## config.mk

```make
export PLATFORM = sky130hd
export DESIGN_NAME = fft_r2_stage
export DESIGN_NICKNAME = d
export VERILOG_FILES = /design/src/rtl/fft_r2_stage.sv
export SDC_FILE = /design/constraint.sdc
export NUM_CORES = 2
export LEC_CHECK = 0
export CAP_MARGIN = 40
export CORE_AREA = 5 5 442 444
export DETAILED_ROUTE_END_ITERATION = 8
export DIE_AREA = 0 0 447 449
export GPL_TIMING_DRIVEN = 1
export PLACE_DENSITY = 0.58
export SYNTH_ARGS = -nofsm -noshare
export SYNTH_HDL_FRONTEND = slang
export SYNTH_SLANG_ARGS = --single-unit
```

## constraint.sdc

```tcl
create_clock -name clk -period 22.2 [get_ports clk]
set_input_delay 6.66 -clock clk [delete_from_list [all_inputs] [get_ports clk]]
set_output_delay 6.66 -clock clk [all_outputs]
set_load 0.01 [all_outputs]
```

## src/rtl/fft_r2_stage.sv

```systemverilog
// Radix-2 butterfly stage over a full N-point frame, valid/ready handshake, PIPE-deep pipeline, output frame counter.
// Optional macro FFT_R2_SCALE_EN: results halved with round-half-up (OW=W); otherwise full precision (OW=W+1).
`timescale 1ns/1ps
module fft_r2_stage #(
    parameter int N    = 16,
    parameter int W    = 17,
    parameter int SPAN = 8,
    parameter int PIPE = 1,
`ifdef FFT_R2_SCALE_EN
    localparam int OW  = W
`else
    localparam int OW  = W + 1
`endif
) (
    input  logic            clk,
    input  logic            rst,
    input  logic            in_valid,
    output logic            in_ready,
    input  logic [N*W-1:0]  in_re,
    input  logic [N*W-1:0]  in_im,
    output logic            out_valid,
    input  logic            out_ready,
    output logic [N*OW-1:0] out_re,
    output logic [N*OW-1:0] out_im,
    output logic [15:0]     frame_cnt
);

    logic [N*W-1:0]  bf_in_re, bf_in_im;
    logic            bf_valid, bf_ready;
    logic [N*OW-1:0] bf_re, bf_im;

    logic            out_valid_q;
    logic [N*OW-1:0] out_re_q, out_im_q;
    logic [15:0]     frame_cnt_q, frame_cnt_d;

    function automatic logic [W:0] sext(input logic [W-1:0] x);
        return {x[W-1], x};
    endfunction

    // s+1 cannot overflow W+1 bits, so dropping the LSB is the arithmetic shift.
    function automatic logic [OW-1:0] fmt(input logic [W:0] s);
`ifdef FFT_R2_SCALE_EN
        logic [W:0] u;
        u = s + (W+1)'(1);
        return u[W:1];
`else
        return s;
`endif
    endfunction

    // Index of the "a" element of pair p: groups of 2*SPAN, SPAN pairs per group.
    function automatic int pair_a(input int p);
        return (p / SPAN) * 2 * SPAN + (p % SPAN);
    endfunction

    always_comb begin
        bf_re = '0;
        bf_im = '0;
        for (int p = 0; p < N/2; p++) begin
            bf_re[pair_a(p)*OW +: OW] = fmt(sext(bf_in_re[pair_a(p)*W +: W])
                                          + sext(bf_in_re[(pair_a(p)+SPAN)*W +: W]));
            bf_re[(pair_a(p)+SPAN)*OW +: OW] = fmt(sext(bf_in_re[pair_a(p)*W +: W])
                                                 - sext(bf_in_re[(pair_a(p)+SPAN)*W +: W]));
            bf_im[pair_a(p)*OW +: OW] = fmt(sext(bf_in_im[pair_a(p)*W +: W])
                                          + sext(bf_in_im[(pair_a(p)+SPAN)*W +: W]));
            bf_im[(pair_a(p)+SPAN)*OW +: OW] = fmt(sext(bf_in_im[pair_a(p)*W +: W])
                                                 - sext(bf_in_im[(pair_a(p)+SPAN)*W +: W]));
        end
    end

    generate
        if (PIPE == 2) begin : g_pipe2
            logic           s1_valid_q;
            logic [N*W-1:0] s1_re_q, s1_im_q;

            assign in_ready = !s1_valid_q || bf_ready;
            assign bf_valid = s1_valid_q;
            assign bf_in_re = s1_re_q;
            assign bf_in_im = s1_im_q;

            always_ff @(posedge clk or posedge rst) begin
                if (rst) begin
                    s1_valid_q <= 1'b0;
                    s1_re_q    <= '0;
                    s1_im_q    <= '0;
                end else if (in_ready) begin
                    s1_valid_q <= in_valid;
                    if (in_valid) begin
                        s1_re_q <= in_re;
                        s1_im_q <= in_im;
                    end
                end
            end
        end else begin : g_pipe1
            assign in_ready = bf_ready;
            assign bf_valid = in_valid;
            assign bf_in_re = in_re;
            assign bf_in_im = in_im;
            if (PIPE != 1) begin : g_bad_pipe
                $error("fft_r2_stage: PIPE must be 1 or 2");
            end
        end
    endgenerate

    assign bf_ready = !out_valid_q || out_ready;

    always_comb begin
        frame_cnt_d = frame_cnt_q;
        if (out_valid_q && out_ready) frame_cnt_d = frame_cnt_q + 16'd1;
    end

    // NOTE: data registers are reset only so traces start at zero; valids alone carry correctness.
    always_ff @(posedge clk or posedge rst) begin
        if (rst) begin
            out_valid_q <= 1'b0;
            out_re_q    <= '0;
            out_im_q    <= '0;
            frame_cnt_q <= '0;
        end else begin
            frame_cnt_q <= frame_cnt_d;
            if (bf_ready) begin
                out_valid_q <= bf_valid;
                if (bf_valid) begin
                    out_re_q <= bf_re;
                    out_im_q <= bf_im;
                end
            end
        end
    end

    assign out_valid = out_valid_q;
    assign out_re    = out_re_q;
    assign out_im    = out_im_q;
    assign frame_cnt = frame_cnt_q;

endmodule

```

After elaboration in Yosys (flattened, before gate mapping)
Cells that the tools add are included.
Storage, ports and cells
  flip-flop bits (word level): 593
  latch bits: 0
  bits in writable memories: 0
  bits in read-only memories: 0
  input port bits: 548
  output and inout bits: 594
  word-level logic and storage cells: 41
  memories kept: 0
Cells by class
  $add $sub $neg: 33
  multipliers: 0
  div/mod/pow operators: 0
  $lt $le $gt $ge: 0
  equality and inequality tests: 0
  shift operators: 0
  mux-type cells: 0
  bitwise logic cells: 0
  reductions and logical operators: 4
Operators by type and width (number)
  $add A17 B17 Y18: 16
  $sub A17 B17 Y18: 16
  $add A16 B1 Y16 const B: 1
  $reduce_and A2 Y1: 1
  $logic_and A1 B1 Y1: 1
  $logic_not A1 Y1: 1
  $logic_or A1 B1 Y1: 1

Depth between registers and ports, before layout
  depth in word-level cells: 3
  mapped depth: 12
  depth with buffers taken out: 12

Least setup slack after synthesis
No wires, ideal clock.
  path kind: input port to output port
  start point: input port out_ready
  end point: output port in_ready
  arrival: 6866 ps
  data required time: 15540 ps
  slack: 8674 ps
  stages on the path: 1
  buffers on the path: 0
  path through: nand2b_1
Between the ends
  cells in the longest elaborated chain, start to end: 1
RTL lines
  from (decl): RTL line 22  | input logic out_ready,
  $logic_or A1 B1 Y1: RTL line 105  | assign bf_ready = !out_valid_q || out_ready;
  to (decl): RTL line 18  | output logic in_ready,
Every way passes these cells.

Worst setup path after layout
Ends and elaborated chain as after synthesis.

==> results.toml <==
[clock_network]
cts.sinks = 577
cts_max_level = 3
cts_resized = 0
clk_latency_ps = 680
holdBufCountCts = 0
cts_buffers = 80
clock-root-buffer = "clkbuf_16"
cts_buffer_depth = 3
cts_setup_buffers = 0
clkTransAtPathRegs_ps = 60
cts_tree = "yes"

[setup_path]
crit_cells = 4
reg2regPathDepth = 10
crit_buf_inv = 3
cp.required_ps = 15540
path_common_cell = "clkdlybuf4s50_1"
crit_path_start_kind = "input port"
worstPathCellList = "clkdlybuf4s50_1, nand2b_1, buf_4, clkdlybuf4s50_1"
crit_family = "buffers and inverters"
crit_slowest_cell = "clkdlybuf4s50_1"
reg2reg_slack_ps = 18000
r2r-end = "out_im[125]"
crit_arrival_ps = 8160
end_kind = "output pin"
critPathKind = "input port to output pin"
r2r-start = "out_valid"
max_stage_delay_ps = 580
critical_path.max_fanout = 6

[final_layout]
final_core_util_pct = 32.5
drive_above_1_share_pct = 3.20
area_growth_pct = 36.6
nets = 7628
seq_area_sq_mm = 0.0144
fin_area_sq_mm = 0.0621
multi_input_area_sq_mm = 0.0279
fillerInstances = 19900

[logic_synthesis]
yosys_warnings = 0
synth_cell_types = 78
synthFlopType = "dfrtp_1"
syn_area_sq_mm = 0.0455
synth_seq_cells = 577
synth_top_area_share_pct = 31.7
synth_top_area_cell = "dfrtp_1"
synth-edff-count = 0
synth_cells = 5539
synth-async-reset-ratio_pct = 100
syn_area_per_cell_sq_um = 8.21
ys_top_cells_by_count = "nand2_1, o21ai_0, dfrtp_1"
synth.net_count = 6664
synth.most_common_cell = "nand2_1"
yosysSeqAreaShare_pct = 31.7
synth_top_cells_by_area = "dfrtp_1, ha_1, o21ai_0"

[place]
place_congestion = 0.923
port_buffers = 1141
place_area_sq_mm = 0.0592
hpwl_mm = 162
place_ws_ps = 7310

[timing]
fin_crit_sh_pct = 66.8
rsz0062_at_grt = "false"
tightest_slew_ps = 1160
min_period_ps = 14820
fin_setup_tns_ps = 0
maxSlewHeadroom_pct = 22.6
max_freq_mhz = 67.5
worst_slack_ps = 7380
skew_ps = 20.7
finalHoldViolCount = 0
drv_slew = 0
setup_viol = 0

[outcome]
status = "finished clean"

[route]
drc = 0
ant_nets = 0
routed_wl_mm = 196
routedWlPerCell_um = 21.5
via_per_inst = 4.75
drt_pass1_iterations = 5
first_iter_violations = 2838
num_vias = 43300

[power]
p_leak_uw = 0.0277
ir_drop_v = 0.0000527
powerDensity_mw_per_mm2 = 74.8

[worst_hold_path]
whs_path_depth = 2
hp-class = "flop to flop"
whs_endpoint = "out_im[149]"
min_from = "out_im[149]"

[floorplan]
die_h_um = 449
die_w_um = 447
rows = 161
dieArea_sq_mm = 0.201
fp.coreArea_sq_mm = 0.191
io_pins = 1142
initial_utilization_pct = 23.8

[global_route]
grt_pass1_vias = 42500
track_usage_pct = 18.7
grt_pass1_wl_mm = 285
grt_max_degree = 226
grt_overflow = 0
grt_antenna_before_repair = 57

[run]
drv_cap = 0
power breakdown:
group,switching (uW),leakage (uW),internal [uW]
combinational,959,0.0192,852
clock,556,0.00137,840
sequential,160,0.00707,1280
layer usage:
layer	GRT usage, %	wire length (um)	up-vias	part of all wire (%)
met4	7.59	7500	10	3.8
met2	33.2	98300	1324	50
met3	4.48	12900	250	6.6
met1	21.5	77600	20800	40
li1	-	-	20900	-
met5	0	66	-	0.034
area by class of cell:
type | count | area share (%)
Inverter | 525 | 3.18
Multi-Input combinational cell | 4149 | 44.9
Clock inverter | 40 | 0.773
Antenna cell | 36 | 0.145
Timing Repair Buffer | 1170 | 18.9
Clock buffer | 107 | 3.73
Sequential cell | 577 | 23.2
Tap cell | 2526 | 5.09
worst min-delay path: stages (launching register included):
cell and delay (ps):
dfrtp_1 340, nand2_1 50, nand2_1 50
sequential cells by signal, indices dropped and copies added (netlist names):
signal	cells
frame_cnt	16
out_valid	1
out_im	280
out_re	280
cell families (layout without fill, tap and decap cells):
family	Yosys count	after routing	share of synthesized area (%)
compound gates	1601	1601	21.5
fa+ha+maj	577	577	16.4
buf+inv	813	1842	6.92
flops	577	577	31.7
xor+xnor	390	390	7.51
simple gates	1560	1560	15.5
mux	21	21	0.481
other cells	0	36	0
cell usage in the layout, fill, tap and decap left out, drive strengths merged, types with 65 or more instances in the layout:
| master | count |
|---|---|
| nand2 | 683 |
| clkbuf | 107 |
| a21oi | 372 |
| nor2 | 359 |
| a21o | 76 |
| xor2 | 87 |
| clkdlybuf4s50 | 1141 |
| o21ai | 637 |
| dfrtp | 577 |
| nand2b | 98 |
| xnor2 | 303 |
| inv | 524 |
| o31ai | 65 |
| nor3 | 87 |
| ha | 545 |
| o21bai | 68 |
metrics by stage:
| step | hold slack, ps | power, uW | std cells |
|---|---|---|---|
| global placement | 458 | 3260 | 8940 |
| detailed placement | 459 | 3280 | 8947 |
| global route | 497 | 4920 | 9122 |
| CTS | 473 | 4720 | 9094 |
| finish | 468 | 4640 | 9130 |
| floorplan | 507 | 2280 | 5539 |
worst max-delay path by stage:
stage | start | endpoint | slack, ps
2_1_floorplan | rst | frame_cnt[0] | 7680
3_3_place_gp | out_ready | in_ready | 7300
3_5_place_dp | out_ready | in_ready | 7310
4_1_cts | out_ready | in_ready | 7310
5_1_grt | out_ready | in_ready | 7300
6_report | out_ready | in_ready | 7380
Note: power is estimated with default switching activity, not from simulation.
